===== src/rtl/pmeter_pkg.sv =====
// Shared types and constants for the pulse period meter.
package pmeter_pkg;

  typedef enum logic [1:0] {IDLE, ARM, MEAS} state_e;

  localparam int unsigned DEF_WIDTH  = 8;
  localparam int unsigned CNT_MAX    = (1 << DEF_WIDTH) - 1;
  localparam int unsigned MIN_PERIOD = 2;

endpackage


===== src/rtl/pin_sync_edge.sv =====
// Multi-flop synchroniser for the asynchronous pulse input, followed by an
// edge flop that flags each synchronised rising edge for one cycle.
module pin_sync_edge #(
  parameter int unsigned SYNC_STAGES = 2
) (
  input  logic CLK,
  input  logic RST_N,
  input  logic PIN,
  output logic RISE
);

  logic [SYNC_STAGES-1:0] sync_q;
  logic                   edge_q;

  always_ff @(posedge CLK) begin
    if (!RST_N) begin
      sync_q <= '0;
      edge_q <= 1'b0;
    end else begin
      sync_q <= {sync_q[SYNC_STAGES-2:0], PIN};
      edge_q <= sync_q[SYNC_STAGES-1];
    end
  end

  assign RISE = sync_q[SYNC_STAGES-1] & ~edge_q;

endmodule


===== src/rtl/pulse_period_meter.sv =====
// Measures CLK cycles between successive rising edges of PIN and reports each period.
// Optional running min/max tracking is enabled by defining PULSE_PERIOD_METER_MINMAX_EN.
module pulse_period_meter
  import pmeter_pkg::*;
#(
  parameter int unsigned WIDTH       = $clog2(CNT_MAX + 1),
  parameter int unsigned SYNC_STAGES = 2
) (
  input  logic             CLK,
  input  logic             RST_N,
  input  logic             EN,
  input  logic             PIN,
  input  logic [WIDTH-1:0] EXPECT,
`ifdef PULSE_PERIOD_METER_MINMAX_EN
  input  logic             CLR_MM,
  output logic [WIDTH-1:0] PMIN,
  output logic [WIDTH-1:0] PMAX,
`endif
  output logic [WIDTH-1:0] PERIOD,
  output logic             VALID,
  output logic             OVF,
  output logic             MATCH,
  output logic             BUSY
);

  localparam logic [WIDTH-1:0] CntMax = '1;
  // The edge cycle itself is the first cycle of the new period.
  localparam logic [WIDTH-1:0] CntReload = WIDTH'(MIN_PERIOD - 1);

  logic             rise;
  logic             at_max;
  state_e           state_q;
  logic [WIDTH-1:0] cnt_q;

  pin_sync_edge #(
    .SYNC_STAGES(SYNC_STAGES)
  ) u_sync (
    .CLK  (CLK),
    .RST_N(RST_N),
    .PIN  (PIN),
    .RISE (rise)
  );

  assign at_max = (cnt_q == CntMax);
  assign BUSY   = (state_q == MEAS);

  always_ff @(posedge CLK) begin
    if (!RST_N) begin
      state_q <= IDLE;
      cnt_q   <= '0;
      PERIOD  <= '0;
      VALID   <= 1'b0;
      OVF     <= 1'b0;
      MATCH   <= 1'b0;
    end else begin
      VALID <= 1'b0;
      unique case (state_q)
        IDLE: begin
          cnt_q <= '0;
          if (EN) state_q <= ARM;
        end
        ARM: begin
          if (!EN) begin
            state_q <= IDLE;
            cnt_q   <= '0;
          end else if (rise) begin
            state_q <= MEAS;
            cnt_q   <= CntReload;
          end
        end
        MEAS: begin
          if (!EN) begin
            state_q <= IDLE;
            cnt_q   <= '0;
          end else if (rise) begin
            PERIOD <= cnt_q;
            OVF    <= at_max;
            MATCH  <= (cnt_q == EXPECT) && !at_max;
            VALID  <= 1'b1;
            cnt_q  <= CntReload;
          end else if (!at_max) begin
            cnt_q <= cnt_q + 1'b1;
          end
        end
        default: begin
          state_q <= IDLE;
          cnt_q   <= '0;
        end
      endcase
    end
  end

`ifdef PULSE_PERIOD_METER_MINMAX_EN
  logic capture;
  assign capture = (state_q == MEAS) && EN && rise;

  // Clear wins over a capture landing in the same cycle.
  always_ff @(posedge CLK) begin
    if (!RST_N || CLR_MM) begin
      PMIN <= '1;
      PMAX <= '0;
    end else if (capture) begin
      if (cnt_q < PMIN) PMIN <= cnt_q;
      if (cnt_q > PMAX) PMAX <= cnt_q;
    end
  end
`endif

endmodule

===== config.mk =====
export PLATFORM = sky130hd
export DESIGN_NAME = pulse_period_meter
export DESIGN_NICKNAME = d
export VERILOG_FILES = /design/src/rtl/pmeter_pkg.sv /design/src/rtl/pin_sync_edge.sv /design/src/rtl/pulse_period_meter.sv
export SDC_FILE = /design/constraint.sdc
export NUM_CORES = 1
export LEC_CHECK = 0
export ABC_CLOCK_PERIOD_IN_PS = 2200
export CORE_MARGIN = 5
export CORE_UTILIZATION = 50
export DETAILED_ROUTE_END_ITERATION = 10
export PLACE_DENSITY_LB_ADDON = 0.25
export RECOVER_POWER = 100
export SYNTH_ARGS = -nofsm -noshare
export SYNTH_HDL_FRONTEND = slang
export SYNTH_SLANG_ARGS = --single-unit

===== constraint.sdc =====
create_clock -name CLK -period 2.2 [get_ports CLK]
set_input_delay 0.33 -clock CLK [delete_from_list [all_inputs] [get_ports CLK]]
set_output_delay 0.33 -clock CLK [all_outputs]
set_load 0.01 [all_outputs]

* Yosys cells after proc, flatten, opt, wreduce, memory -nomap -nowiden
Cells that the tools add are included.
** Storage, ports and cells
- Flip-flop bits (word level) :: 24
- Bits in latches :: 0
- RAM bits :: 0
- Bits in read-only memories :: 0
- Bits of input ports :: 12
- Output and inout port bits :: 12
- Word-level logic and storage cells :: 38
- Memories kept :: 0
** Cells by class
- Add/subtract/negate cells :: 1
- $mul :: 0
- Div/mod/pow operators :: 0
- Order comparisons :: 0
- Eq/ne operators :: 8
- Shifts and indexed selects :: 0
- Mux-type cells :: 12
- Bitwise operators :: 2
- Reductions and logical operators :: 7
** Operators by type and width (count)
- 8-bit two-way mux :: 5
- 8-bit one-hot mux with 2 select lines :: 1
- 3-bit AND reduction :: 3
- 8-bit by 1-bit adder with 8-bit output, second input constant :: 1
- 8-bit equality test :: 1
- 8-bit equality test, second input constant :: 1
- 2-bit two-way mux :: 4
- 2-bit one-hot mux with 3 select lines :: 1
- 2-bit inequality test, second input constant :: 2
- 4-bit inequality test, second input constant :: 1
- 3-bit inequality test, second input constant :: 1
- 2-bit by 1-bit equality test with 1-bit output, second input constant :: 1
- 2-bit equality test, second input constant :: 1
- 2-bit logical NOT :: 1
- 2-bit AND reduction :: 1
- 1-bit bitwise AND :: 1
- 1-bit logical AND :: 1
- 1-bit logical NOT :: 1
- 1-bit two-way mux :: 1
- 1-bit inverter :: 1

* Logic depth before layout (Yosys ltp)
- Word-level depth :: 5
- Mapped depth :: 7
- Gate-level depth less buffers :: 6

* Modules after synthesis
Synthesis repeated with hierarchy kept, for this count alone.
** Unflattened totals
- Cell total of the unflattened synthesis :: 138
- Area, all modules :: 1196.1 um^2
** Modules (own cells, without submodules)
- pulse_period_meter :: times used 1, cells each 131, area an instance 1103.6 um^2, sequential area each 420.4 um^2
- pin_sync_edge :: times used 1, cells each 7, area an instance 92.6 um^2, sequential area each 60.1 um^2

* Worst setup path before layout
No wires, ideal clock.
- Path type :: flip-flop to flip-flop
- Start :: reg state_q[0]
- End :: reg cnt_q[4]
- Library setup time :: 0.058 ns
- Data arrival time :: 1.585 ns
- Required time :: 2.142 ns
- Slack :: 0.557 ns
- Stages on the path, launching flop included :: 8
- Buffers on the path :: 1
- Clock period less this slack :: 1.643 ns
- Path through :: dfxtp_1 -> inv_1 -> ha_1 -> nand2_2 -> or3_1 -> buf_6 -> nor3_1 -> o22a_1
** On the way
- Cells in the longest elaborated chain, start to end :: 3
- Elaborated cells between the ends (all ways) :: 6
- Classes of those cells :: eq/ne: 4; mux: 1; reduce/logical: 1
** RTL lines
- from (decl) :: RTL line pulse_period_meter.sv:32 : state_e state_q;
- from (signal assigned) :: RTL line pulse_period_meter.sv:49 : state_q <= IDLE;
- from (signal assigned) :: RTL line pulse_period_meter.sv:60 : if (EN) state_q <= ARM;
- from (signal assigned) :: RTL line pulse_period_meter.sv:64 : state_q <= IDLE;
- 2-bit equality test *
- named net BUSY :: RTL line pulse_period_meter.sv:23 : output logic BUSY
- 4-bit inequality test (no source line)
- 2-bit AND reduction (no source line)
- to (signal assigned) :: RTL line pulse_period_meter.sv:68 : cnt_q <= CntReload;
- to (signal assigned) :: RTL line pulse_period_meter.sv:80 : cnt_q <= CntReload;
- to (signal assigned) :: RTL line pulse_period_meter.sv:82 : cnt_q <= cnt_q + 1'b1;
- to (decl) :: RTL line pulse_period_meter.sv:33 : logic [WIDTH-1:0] cnt_q;
The timed path passes the listed nets; every way through them passes the cells marked *.
A chain may end at the register's enable or synchronous reset.

* Final worst setup path
- Start :: reg state_q[0]
- End :: out BUSY
** On the way
- Cells in the longest elaborated chain, start to end :: 1
** RTL lines
- 2-bit equality test :: RTL line pulse_period_meter.sv:45 : assign BUSY = (state_q == MEAS);
- to (decl) :: RTL line pulse_period_meter.sv:23
No other way between the ends.

==> results.ini <==
[floorplanning]
die_area_um2=3570
core_area_um2=2410
ios=24
die_x_um=59.7
start_util_pct=51.3
num_rows=18
die-height_um=59.7

[cts]
cts_tree=yes
clkTransAtPathRegs_ps=140
clockBufferDepth=2
cts.sinks=24
cts_root_buf=clkbuf_4
hold_buffers=0
cts_max_level=1
cts_buffers=3
clk_latency_ps=320
post_cts_buffers=0
cts-resized-gates=0

[drt]
ant_nets=0
via_count=1094
drt_wl_total_um=2730
avgRoutedWirePerCell_um=14.0
drt_iter0_drc=9
vias_per_cell=5.61
firstDrtPassIters=5
drc_errors=0

[power]
power_frac_comb_pct=8.7
clkPwrFrac_pct=38.8
seq_power_share_pct=52.5
totalPowerFinal_uw=845
power_leakage_nw=0.534
peakVddDrop_mv=0.516
switching_share_pct=21.4
powerDensity_nw_per_um2=560
p_int_uw=664
power.switching_uw=181

[logic_synthesis]
yosysMostFrequentCell=nand2_1
synthTopCellsByCount=25 x nand2_1, 24 x dfxtp_1, 11 x a21boi_0, 9 x o21ai_0, 8 x xnor2_1
synth_area_leaders=dfxtp_1 39%, nand2_1 7.6%, a21boi_0 6.7%
syn_area_um2=1240
synth.distinct_cells=39
syn-instance-count=145
synth-edff-count=0
synth_top_area_cell=dfxtp_1
synth_area_per_cell_um2=8.53
ys_ff_latch=24
synth_nets=161
ys_seq_area_share_pct=38.9
yosys.area.top_type_share_pct=38.9
ys_async_sr_fraction_pct=0
synth_flop_cell=dfxtp_1
ys_warn_count=0

[timing]
final-setup-viol-count=0
slew_headroom_pct=50.0
finClkSkew_ps=2.14
max_freq_ghz=0.489
tns_ps=0
hold_viol_final=0
min_period_ps=2050
holdWs_ps=462
finalCritPeriodShare_pct=93.0
slew_violations=0
tightest_slew_ps=751
rsz0062_at_grt=false

[place]
hpwl_um=2030
portBuffers=23
place_congestion=0.824

[cells_and_area]
multi_input_area_um2=678
seqCellArea_um2=480
nNetsFinal=182
fill_cells=211
drive_gt1_share_pct=6.67
area_growth_pct=22.1
antenna-diode-count=0

[grt]
grt_pass1_vias=1038
grt_usage_pct=16.3
grt-ovfl-total=0
antenna_found_initial=0
grt_first_pass_wirelength_um=4450
grt_max_degree=21

[critical_path]
cp-end-kind=primary output
cp-start-kind=register
crit_slowest_cell=dlygate4sd3_1
crit_chain=inv_1, ha_1, dlygate4sd3_1
cpPeakStageDelay_ps=640
crit_buf_inv=2
critical-path-top-delay-family=buffers and inverters
worstPathMaxFanout=7
crit_arrival_ps=1720
criticalPathCategory=reg -> out
required_ps=1870

[status]
status=finished clean

[worst_hold_path]
min_path_type=reg -> reg

[run]
max_cap_viol_count=0

==> state kept, by name, indices dropped and copies added, names as in the netlist <==
name,count
PERIOD,8
VALID,1
OVF,1
state_q,2
u_sync.edge_q,1
u_sync.sync_q,2
cnt_q,8
MATCH,1
==> final timing paths <==
check	slack, ps	start	cells past startpoint	end
setup / recovery	150	state_q[0]	3	BUSY
hold / removal	460	u_sync.sync_q[0]	1	u_sync.sync_q[1]
setup reg to reg	190	cnt_q[0]	5	cnt_q[1]
hold reg to reg	460	u_sync.sync_q[0]	1	u_sync.sync_q[1]
==> placed cells by master (no fill, tap or decap), drive strengths merged, types with 4 or more instances in the layout <==
| cell | instances |
|---|---|
| nand2 | 26 |
| nand3 | 5 |
| a21boi | 11 |
| dlygate4sd3 | 13 |
| ha | 4 |
| xnor2 | 8 |
| and2 | 4 |
| o21ai | 9 |
| nor2 | 4 |
| nand4 | 4 |
| nor3 | 5 |
| clkbuf | 4 |
| inv | 7 |
| clkdlybuf4s50 | 10 |
| dfxtp | 24 |
==> power groups by stage <==
| stage | clock network, mW | logic, mW | registers (mW) |
|---|---|---|---|
| 2_1_floorplan | 0 | 0.0427 | 0.452 |
| 3_3_place_gp | 0 | 0.0726 | 0.453 |
| 3_5_place_dp | 0 | 0.0745 | 0.453 |
| 4_1_cts | 0.331 | 0.0749 | 0.444 |
| 5_1_grt | 0.354 | 0.0818 | 0.445 |
| 6_report | 0.328 | 0.0734 | 0.444 |
==> metal layers <==
layer	up-vias	GRT usage, %	share of wire [%]
met1	509	20.2	43
met2	33	27.8	50
met3	5	3.46	5.9
met4	0	5.70	1.4
met5	-	0	0
li1	547	-	-
==> logic make-up after synthesis <==
family,Yosys count,share of synthesized area (%)
xor+xnor,8,5.67
compound gates,37,21.4
buf+inv,15,5.57
simple gates,57,24.5
flops,24,38.9
fa+ha+maj,4,4.05
==> metrics by stage <==
step	util [%]	area (um^2)	setup WS [ps]	std cells
floorplan	-	1240	557	145
global placement	61.0	1470	286	191
detailed placement	61.0	1470	209	191
CTS	63.1	1520	207	195
global route	62.6	1510	54.6	195
finish	62.6	1510	153	195
==> cell type report <==
| cell class | count | area share (%) |
|---|---|---|
| multi-input combinational | 106 | 44.9 |
| sequential | 24 | 31.8 |
| timing repair buffer | 24 | 15.5 |
| tap | 30 | 2.49 |
| clock inverter | 1 | 1.99 |
| inverter | 7 | 1.74 |
| clock buffer | 3 | 1.49 |
(Power assumes the default switching activity.)
